==> config.mk <==
export PLATFORM = sky130hd
export DESIGN_NAME = ahb_lite_master
export DESIGN_NICKNAME = d
export VERILOG_FILES = /design/src/rtl/ahb_pkg.sv /design/src/rtl/ahb_lane_align.sv /design/src/rtl/ahb_lite_master.sv
export SDC_FILE = /design/constraint.sdc
export NUM_CORES = 1
export LEC_CHECK = 0
export CELL_PAD_IN_SITES_DETAIL_PLACEMENT = 0
export CELL_PAD_IN_SITES_GLOBAL_PLACEMENT = 2
export CORE_ASPECT_RATIO = 0.7
export CORE_MARGIN = 3
export CORE_UTILIZATION = 23
export DETAILED_ROUTE_END_ITERATION = 6
export GPL_ROUTABILITY_DRIVEN = 0
export PLACE_DENSITY_LB_ADDON = 0.1
export SYNTH_ARGS = -nofsm -noshare
export SYNTH_HDL_FRONTEND = slang
export SYNTH_HIERARCHICAL = 1
export SYNTH_SLANG_ARGS = --single-unit
==> constraint.sdc <==
create_clock -name hclk -period 3 [get_ports hclk]
set_input_delay 0.6 -clock hclk [delete_from_list [all_inputs] [get_ports hclk]]
set_output_delay 0.6 -clock hclk [all_outputs]
set_load 0.02 [all_outputs]
==> src/rtl/ahb_pkg.sv <==
// AHB-Lite protocol constants shared by the initiators and the GPIO/timer/UART slaves.
package ahb_pkg;

  localparam logic [1:0] HTRANS_IDLE   = 2'b00;
  localparam logic [1:0] HTRANS_BUSY   = 2'b01;
  localparam logic [1:0] HTRANS_NONSEQ = 2'b10;
  localparam logic [1:0] HTRANS_SEQ    = 2'b11;

  localparam logic [2:0] HBURST_SINGLE = 3'b000;

  localparam logic [2:0] HSIZE_BYTE = 3'b000;
  localparam logic [2:0] HSIZE_HALF = 3'b001;
  localparam logic [2:0] HSIZE_WORD = 3'b010;

  localparam logic HRESP_OKAY  = 1'b0;
  localparam logic HRESP_ERROR = 1'b1;

endpackage

==> src/rtl/ahb_lane_align.sv <==
// Byte-lane handling for 32-bit AHB: write replication, read extraction with
// zero-extension, and alignment checking.
module ahb_lane_align
  import ahb_pkg::*;
(
  input  logic [1:0]  size_i,
  input  logic [1:0]  addr_lsb_i,
  input  logic [31:0] wdata_i,
  input  logic [31:0] rdata_i,
  output logic [31:0] wdata_o,
  output logic [31:0] rdata_o,
  output logic        misaligned_o
);

  always_comb begin
    wdata_o      = wdata_i;
    rdata_o      = rdata_i;
    misaligned_o = 1'b0;
    case ({1'b0, size_i})
      HSIZE_BYTE: begin
        wdata_o = {4{wdata_i[7:0]}};
        rdata_o = {24'b0, rdata_i[8*addr_lsb_i +: 8]};
      end
      HSIZE_HALF: begin
        wdata_o      = {2{wdata_i[15:0]}};
        rdata_o      = {16'b0, rdata_i[16*addr_lsb_i[1] +: 16]};
        misaligned_o = addr_lsb_i[0];
      end
      HSIZE_WORD: begin
        misaligned_o = |addr_lsb_i;
      end
      default: begin
        misaligned_o = 1'b1;
      end
    endcase
  end

endmodule

==> src/rtl/ahb_lite_master.sv <==
// Single-outstanding AHB-Lite initiator: one NONSEQ SINGLE transfer per
// valid/ready request, with wait-state and ERROR handling.
module ahb_lite_master
  import ahb_pkg::*;
#(
  parameter int AWIDTH = 32,
  parameter int DWIDTH = 32
) (
  input  logic              hclk,
  input  logic              hreset,
  input  logic              req_valid_i,
  output logic              req_ready_o,
  input  logic              req_write_i,
  input  logic [1:0]        req_size_i,
  input  logic [AWIDTH-1:0] req_addr_i,
  input  logic [DWIDTH-1:0] req_wdata_i,
  output logic              rsp_valid_o,
  input  logic              rsp_ready_i,
  output logic [DWIDTH-1:0] rsp_rdata_o,
  output logic              rsp_err_o,
  output logic [AWIDTH-1:0] haddr_o,
  output logic              hwrite_o,
  output logic [2:0]        hsize_o,
  output logic [2:0]        hburst_o,
  output logic [1:0]        htrans_o,
  output logic [DWIDTH-1:0] hwdata_o,
  input  logic              hready_i,
  input  logic              hresp_i,
  input  logic [DWIDTH-1:0] hrdata_i
);

  localparam logic [1:0] ST_IDLE = 2'd0;
  localparam logic [1:0] ST_ADDR = 2'd1;
  localparam logic [1:0] ST_DATA = 2'd2;
  localparam logic [1:0] ST_RESP = 2'd3;

  logic [1:0]        state_q, state_d;
  logic              write_q, write_d;
  logic [1:0]        size_q, size_d;
  logic [AWIDTH-1:0] addr_q, addr_d;
  logic [DWIDTH-1:0] wdata_q, wdata_d;
  logic [DWIDTH-1:0] rdata_q, rdata_d;
  logic              err_q, err_d;

  logic [1:0]        al_size;
  logic [1:0]        al_addr_lsb;
  logic [DWIDTH-1:0] al_wdata;
  logic [DWIDTH-1:0] al_rdata;
  logic              al_misaligned;

  // One aligner serves both ends: incoming request while idle, captured request afterwards.
  assign al_size     = (state_q == ST_IDLE) ? req_size_i      : size_q;
  assign al_addr_lsb = (state_q == ST_IDLE) ? req_addr_i[1:0] : addr_q[1:0];

  ahb_lane_align u_align (
    .size_i       (al_size),
    .addr_lsb_i   (al_addr_lsb),
    .wdata_i      (req_wdata_i),
    .rdata_i      (hrdata_i),
    .wdata_o      (al_wdata),
    .rdata_o      (al_rdata),
    .misaligned_o (al_misaligned)
  );

  always_comb begin
    state_d = state_q;
    write_d = write_q;
    size_d  = size_q;
    addr_d  = addr_q;
    wdata_d = wdata_q;
    rdata_d = rdata_q;
    err_d   = err_q;
    case (state_q)
      ST_IDLE: begin
        if (req_valid_i) begin
          write_d = req_write_i;
          size_d  = req_size_i;
          addr_d  = req_addr_i;
          wdata_d = al_wdata;
          rdata_d = '0;
          err_d   = al_misaligned;
          state_d = al_misaligned ? ST_RESP : ST_ADDR;
        end
      end
      ST_ADDR: begin
        if (hready_i) state_d = ST_DATA;
      end
      ST_DATA: begin
        // The first ERROR cycle arrives with hready low and is deliberately not sampled.
        if (hready_i) begin
          err_d   = (hresp_i == HRESP_ERROR);
          rdata_d = (hresp_i == HRESP_ERROR || write_q) ? '0 : al_rdata;
          state_d = ST_RESP;
        end
      end
      default: begin
        if (rsp_ready_i) state_d = ST_IDLE;
      end
    endcase
  end

  always_ff @(posedge hclk) begin
    if (hreset) begin
      state_q <= ST_IDLE;
      write_q <= 1'b0;
      size_q  <= 2'b0;
      addr_q  <= '0;
      wdata_q <= '0;
      rdata_q <= '0;
      err_q   <= 1'b0;
    end else begin
      state_q <= state_d;
      write_q <= write_d;
      size_q  <= size_d;
      addr_q  <= addr_d;
      wdata_q <= wdata_d;
      rdata_q <= rdata_d;
      err_q   <= err_d;
    end
  end

  assign req_ready_o = (state_q == ST_IDLE);
  assign rsp_valid_o = (state_q == ST_RESP);
  assign rsp_rdata_o = rdata_q;
  assign rsp_err_o   = err_q;
  assign htrans_o    = (state_q == ST_ADDR) ? HTRANS_NONSEQ : HTRANS_IDLE;
  assign hburst_o    = HBURST_SINGLE;
  assign haddr_o     = addr_q;
  assign hwrite_o    = write_q;
  assign hsize_o     = {1'b0, size_q};
  assign hwdata_o    = wdata_q;

endmodule

=== After elaboration in Yosys (flattened, before gate mapping) ===
Cells that the tools add are included.

* Output and inout port bits: 108
* Register bits: 102
* Word-level logic and storage cells: 45

* Shift operators: 2
* Multiplexer cells: 19
* Eq/ne operators: 8
* Reduce and logical (&&, ||, !) cells: 9

{| class="wikitable"
|+ Operators by type and width
! kind !! number
|-
| $pmux W32 S2 || 3
|-
| $mux W32 || 3
|-
| $shiftx A32 B6 Y16 || 1
|-
| $shiftx A32 B6 Y8 || 1
|-
| $mux W2 || 8
|-
| $eq A2 B2 Y1 const B || 3
|-
| $ne A2 B2 Y1 const B || 3
|-
| $pmux W2 S3 || 1
|-
| $eq A2 B1 Y1 const B || 2
|-
| $logic_not A2 Y1 || 2
|-
| $reduce_and A4 Y1 || 1
|-
| $reduce_bool A4 Y1 || 1
|-
| $pmux W1 S3 || 1
|-
| $reduce_and A3 Y1 || 1
|-
| $mux W1 || 2
|-
| $pmux W1 S2 || 1
|-
| $reduce_and A2 Y1 || 1
|-
| $reduce_bool A2 Y1 || 1
|-
| $reduce_or A2 Y1 || 1
|-
| $logic_or A1 B1 Y1 || 1
|}

=== Depth between registers and ports, before layout ===
* Depth after elaboration: 7
* Gate-level depth with buffers: 12
* Mapped depth without buffers: 8

=== By module ===
Netlist, hierarchy kept.

{| class="wikitable"
|+ Modules (own cells, without submodules)
! module !! sequential area each (um^2) !! times used !! area an instance (um^2) !! cells an instance
|-
| ahb_lite_master || 2042.0 || 1 || 3976.3 || 481
|-
| ahb_lane_align || 0.0 || 1 || 958.4 || 126
|}

=== Least setup slack after synthesis ===
No wires, ideal clock.

* Path type: reg-to-reg
* Start: register state_q[0]
* End: register state_q[1]
* Cell stages (with the launch flop): 13
* Arrival time: 2.338 ns
* Slack: 0.541 ns
* Path through: dfxtp_1 inv_1 ha_1 buf_2 mux2_2 buf_6 buf_2 buf_2 a21oi_1 nor2_1 a21oi_1 nor3_1 mux2_2

* Cells in the longest elaborated chain, start to end: 7

{| class="wikitable"
|+ RTL lines
! item !! RTL line !! source
|-
| start, declared || ahb_lite_master.sv:37 || <nowiki>logic [1:0] state_q, state_d;</nowiki>
|-
| start signal, assigned || ahb_lite_master.sv:112 || <nowiki>state_q <= state_d;</nowiki>
|-
| $logic_not A2 Y1 * || n/a ||
|-
| named net req_ready_o || ahb_lite_master.sv:12 || <nowiki>output logic req_ready_o,</nowiki>
|-
| $mux W2 * || ahb_lite_master.sv:52 || <nowiki>assign al_size = (state_q == ST_IDLE) ? req_size_i : size_q;</nowiki>
|-
| named net al_size[1] || ahb_lite_master.sv:45 || <nowiki>logic [1:0] al_size;</nowiki>
|-
| $eq A2 B2 Y1, or another cell as far along || ahb_lane_align.sv:19 || <nowiki>case ({1'b0, size_i})</nowiki>
|-
| $pmux W1 S3 * || ahb_lane_align.sv:19 ||
|-
| named net al_misaligned || ahb_lite_master.sv:49 || <nowiki>logic al_misaligned;</nowiki>
|-
| $mux W2 * || ahb_lite_master.sv:82 || <nowiki>state_d = al_misaligned ? ST_RESP : ST_ADDR;</nowiki>
|-
| $mux W2 * || ahb_lite_master.sv:75 || <nowiki>if (req_valid_i) begin</nowiki>
|-
| $pmux W2 S3 * || ahb_lite_master.sv:73 || <nowiki>case (state_q)</nowiki>
|}

The timed path passes the listed nets; every way through them passes the cells marked *. The select of a mux whose other input is x is not followed.
A chain may end at the register's enable or synchronous reset.

=== Worst setup path after layout ===
* Start: register state_q[1]
* End: register wdata_q[9] (netlist: hwdata_o[9])

* Cells in the longest elaborated chain, start to end: 4

{| class="wikitable"
|+ RTL lines
! item !! RTL line !! source
|-
| $logic_not A2 Y1 * || ahb_lite_master.sv:52 ||
|-
| $mux W2 * || ahb_lite_master.sv:52 ||
|-
| named net al_size[0] || ahb_lite_master.sv:45 ||
|-
| $eq A2 B1 Y1 or $logic_not A2 Y1 (tied branches) || ahb_lane_align.sv:19 ||
|-
| $pmux W32 S2 * || ahb_lane_align.sv:19 ||
|-
| named net al_wdata[9] || ahb_lite_master.sv:47 || <nowiki>logic [DWIDTH-1:0] al_wdata;</nowiki>
|-
| end signal, assigned || ahb_lite_master.sv:116 || <nowiki>wdata_q <= wdata_d;</nowiki>
|-
| end, declared || ahb_lite_master.sv:41 || <nowiki>logic [DWIDTH-1:0] wdata_q, wdata_d;</nowiki>
|}

The timed path passes the listed nets; every way through them passes the cells marked *.

==> impl_summary.log <==
[metrics] Global Route Usage Sum: 16.1%
[metrics] Static Leak: 2.63 nW
[metrics] number of cells on the worst reg-to-reg path: 8
[metrics] total DRC errors in the routed layout: 0
[metrics] worst min-delay path class: flop to flop
[metrics] fraction of layout cells with a size suffix above 1: 8.07%
[metrics] required time of the critical path: 3210 ps
[metrics] x dimension of the die: 181 um
[metrics] vias in the first global route: 4786
[metrics] Yosys Warn Count: 6
[metrics] number of flip-flops and latches in the synthesized netlist: 102
[metrics] number of core rows: 44
[metrics] # clock sinks: 102
[metrics] worst-path cell with the longest stage delay: mux2_2
[metrics] TritonCTS clock tree: done
[metrics] Yosys cell types: 36
[metrics] sum of routed wire length over all layers: 19300 um
[metrics] fin cells: 1057
[metrics] hold path endpoint: hwdata_o[0]
[metrics] TritonCTS Buffers: 9
[metrics] Worst Max-Slew Pin Slew: 1090 ps
[metrics] proportion of synthesized chip area in sequential cells: 41.4%
[metrics] number of buffer cells added on primary ports: 207
[metrics] largest delay contributor family on the critical path: multiplexers
[metrics] wire length per cell: 18.2 um
[metrics] Max Transition Viols Final: 0
[metrics] sum of buffers and inverters on the critical path: 2
[metrics] DPL Wire Length: 13900 um
[metrics] fill cell instance count of the final layout: 2184
[metrics] highest attainable clock frequency: 367 MHz
[metrics] unrepaired setup endpoints after global routing: no
[metrics] buffer type at the clock tree root: clkbuf_16
[metrics] via total after detailed routing: 4886
[metrics] WHS Path Cells: 2
[metrics] residual overflow from global routing: 0
[metrics] predominant post-synthesis flop cell: dfxtp_1
[metrics] clock insertion delay at the later pin of the skew report: 350 ps
[metrics] capture instance of the worst register-to-register path: hwdata_o[9]
[metrics] critical path arrival: 2940 ps
[metrics] critical path start-end classification: flop to flop
[metrics] cell with the most instances after synthesis: nand2_1
[metrics] final antenna-violating net count: 0
[metrics] total standard cell area after synthesis: 4930 um^2
[metrics] Die Y-Extent: 129 um
[metrics] min Tclk post-route: 2730 ps
[metrics] Worst Setup End Kind: flop
[metrics] n_diodes: 0
[metrics] layout overhead on the synthesized area: 50.6%
[metrics] worst-case register-to-register setup slack: 270 ps
[metrics] Total Nets Final: 887
[metrics] number of enable-type register cells in the synthesized netlist: 0
[metrics] biggest area consumer among synthesized cells: dfxtp_1
[metrics] DR vias/cell: 4.62
[metrics] post-CTS sizing: 0
[metrics] Post-CTS Setup Inserts: 0
[metrics] cells taking the most area after synthesis: dfxtp_1 (41%), nand2_1 (11%), a21oi_1 (10%)
[metrics] most prevalent standard cell on the critical path: mux2_2
[metrics] share of the clock period used by the worst path after layout: 90.9%
[metrics] Avg Inst Size Synth: 8.13 um^2
[metrics] cell area reported after detailed placement: 7120 um^2
[metrics] total negative slack: 0 ps
[metrics] max-capacitance violation count: 0
[metrics] largest fanout on the critical path: 9
[metrics] Synth Instances: 607
[metrics] maximum number of pins on one net before global-route repair: 60
[metrics] pwr dens: 740 nW/um^2
[metrics] kind of start point of the critical path: flop
[metrics] area of the die: 23300 um^2
[metrics] critical path, cell by cell: inv_1, ha_1, mux2_2, buf_4, nor2_2, mux2_2, nand2_1, a21oi_1
[metrics] number of iterations in the first detailed-routing pass: 5
[metrics] startpoint of the worst hold path: hwdata_o[0]
[metrics] CTS Buffer Depth: 2
[metrics] top-area cell type share of the netlist area: 41.4%
[metrics] initial core utilization: 23.6%
[metrics] placed cell count: 1041
[metrics] number of levels in the clock H-tree: 3
[metrics] post-route cell area: 7430 um^2
[metrics] CORE AREA: 20900 um^2
[metrics] DRC violation total after the first TritonRoute iteration: 307
[metrics] reg-to-reg startpoint: state_q[1]
[metrics] sum of internal, switching and leakage power: 5.50 mW
[metrics] number of primary I/O pins: 213
[metrics] total of hold buffers inserted after clock tree synthesis: 0
[metrics] first-pass GRT wire length: 29200 um
[metrics] worst vdd ir: 420 uV
[metrics] Post-Route Skew: 7.40 ps
[metrics] leading post-synthesis cells by instance count: nand2_1 (143), a21oi_1 (103), dfxtp_1 (102)
[metrics] clock slew seen by the registers of the worst setup and hold paths: 80 ps
[metrics] fraction of registers with async set/reset: 0%
[metrics] setup slack at placement: 284 ps
[metrics] antenna violations before repair: 1
[metrics] final hold violation count: 0
[metrics] remaining max-slew budget at the tightest pin: 27.5%
[metrics] run status: complete, no violations
[metrics] final worst-path setup slack: 272 ps
[metrics] largest stage delay on the critical path: 500 ps
[metrics] final setup vio count: 0
[routing by layer]
layer / part of all wire [%] / track usage, % / vias up
li1: - / - / 2414
met1: 49 / 23.7 / 2285
met2: 42 / 23.0 / 168
met3: 7.8 / 5.34 / 17
met4: 0.94 / 3.31 / 2
met5: 0.067 / 0 / -
[cell type report]
type | count | area, um^2 | area share [%]
Multi-Input combinational cell | 438 | 2500 | 33.6
Tap cell | 276 | 345 | 4.65
Clock inverter | 7 | 91.3 | 1.23
Clock buffer | 9 | 225 | 3.03
Timing Repair Buffer | 222 | 2220 | 29.9
Inverter | 3 | 11.3 | 0.152
Sequential cell | 102 | 2040 | 27.5
[flip-flops by register name, summed over array words and instances (netlist names)]
signal       cells
rsp_rdata_o     32
state_q          2
hwdata_o        32
size_q           2
rsp_err_o        1
hwrite_o         1
haddr_o         32
[worst min-delay path, cell delays in order (launching register included)]
cell	delay, ps
dfxtp_1	310
nand2_1	50
a21oi_1	50
[cell usage in the layout (no fill, tap or decap), drive strengths merged, types with 2 or more instances in the layout]
cell | Yosys | routed
nor2 | 12 | 12
clkbuf | 23 | 9
mux2 | 23 | 23
and2 | 17 | 17
a22o | 15 | 15
inv | 3 | 6
clkdlybuf4s50 | 0 | 206
nor3 | 4 | 4
ha | 6 | 6
clkinv | 0 | 2
o21bai | 2 | 2
a221o | 7 | 7
dfxtp | 102 | 102
nand4 | 32 | 32
a21oi | 103 | 103
nand2 | 143 | 143
o21ai | 40 | 40
mux2i | 18 | 18
conb | 1 | 5
nor2b | 3 | 3
buf | 45 | 16
[how the worst max path moves through the flow]
stage / end / start / slack [ps] / cells after the start
6_report: hwdata_o[9] / state_q[1] / 270 / 8
3_3_place_gp: hwdata_o[9] / state_q[1] / 300 / 8
5_1_grt: rsp_rdata_o[2] / state_q[1] / 5 / 8
2_1_floorplan: state_q[1] / state_q[0] / 540 / 12
4_1_cts: hwdata_o[9] / state_q[1] / 260 / 8
3_5_place_dp: rsp_rdata_o[2] / req_addr_i[1] / 280 / 7
[per-stage QoR]
step	utilization, %	hold WS (ps)
2_1_floorplan	-	533
3_3_place_gp	34.0	442
3_5_place_dp	34.0	448
4_1_cts	35.5	460
5_1_grt	35.5	475
6_report	35.5	457
[power by group]
group	internal, mW	leakage (nW)	switching (mW)
Combinational	1.06	1.64	1.48
Clock	0.669	0.151	0.597
Sequential	1.56	0.832	0.124
Total	3.29	2.63	2.20
[kinds of logic (layout without fill, tap and decap cells)]
logic type | Yosys count | count (layout) | synth area share, %
other | 1 | 5 | 0.0760
DFF | 102 | 102 | 41.4
and+or+nand+nor | 215 | 215 | 19.8
AOI/OAI and AO/OA | 171 | 171 | 19.8
adders and majority gates | 6 | 6 | 1.52
buffers and inverters | 71 | 241 | 8.39
muxes | 41 | 41 | 9.05
Power figures use the tool's default switching activity.
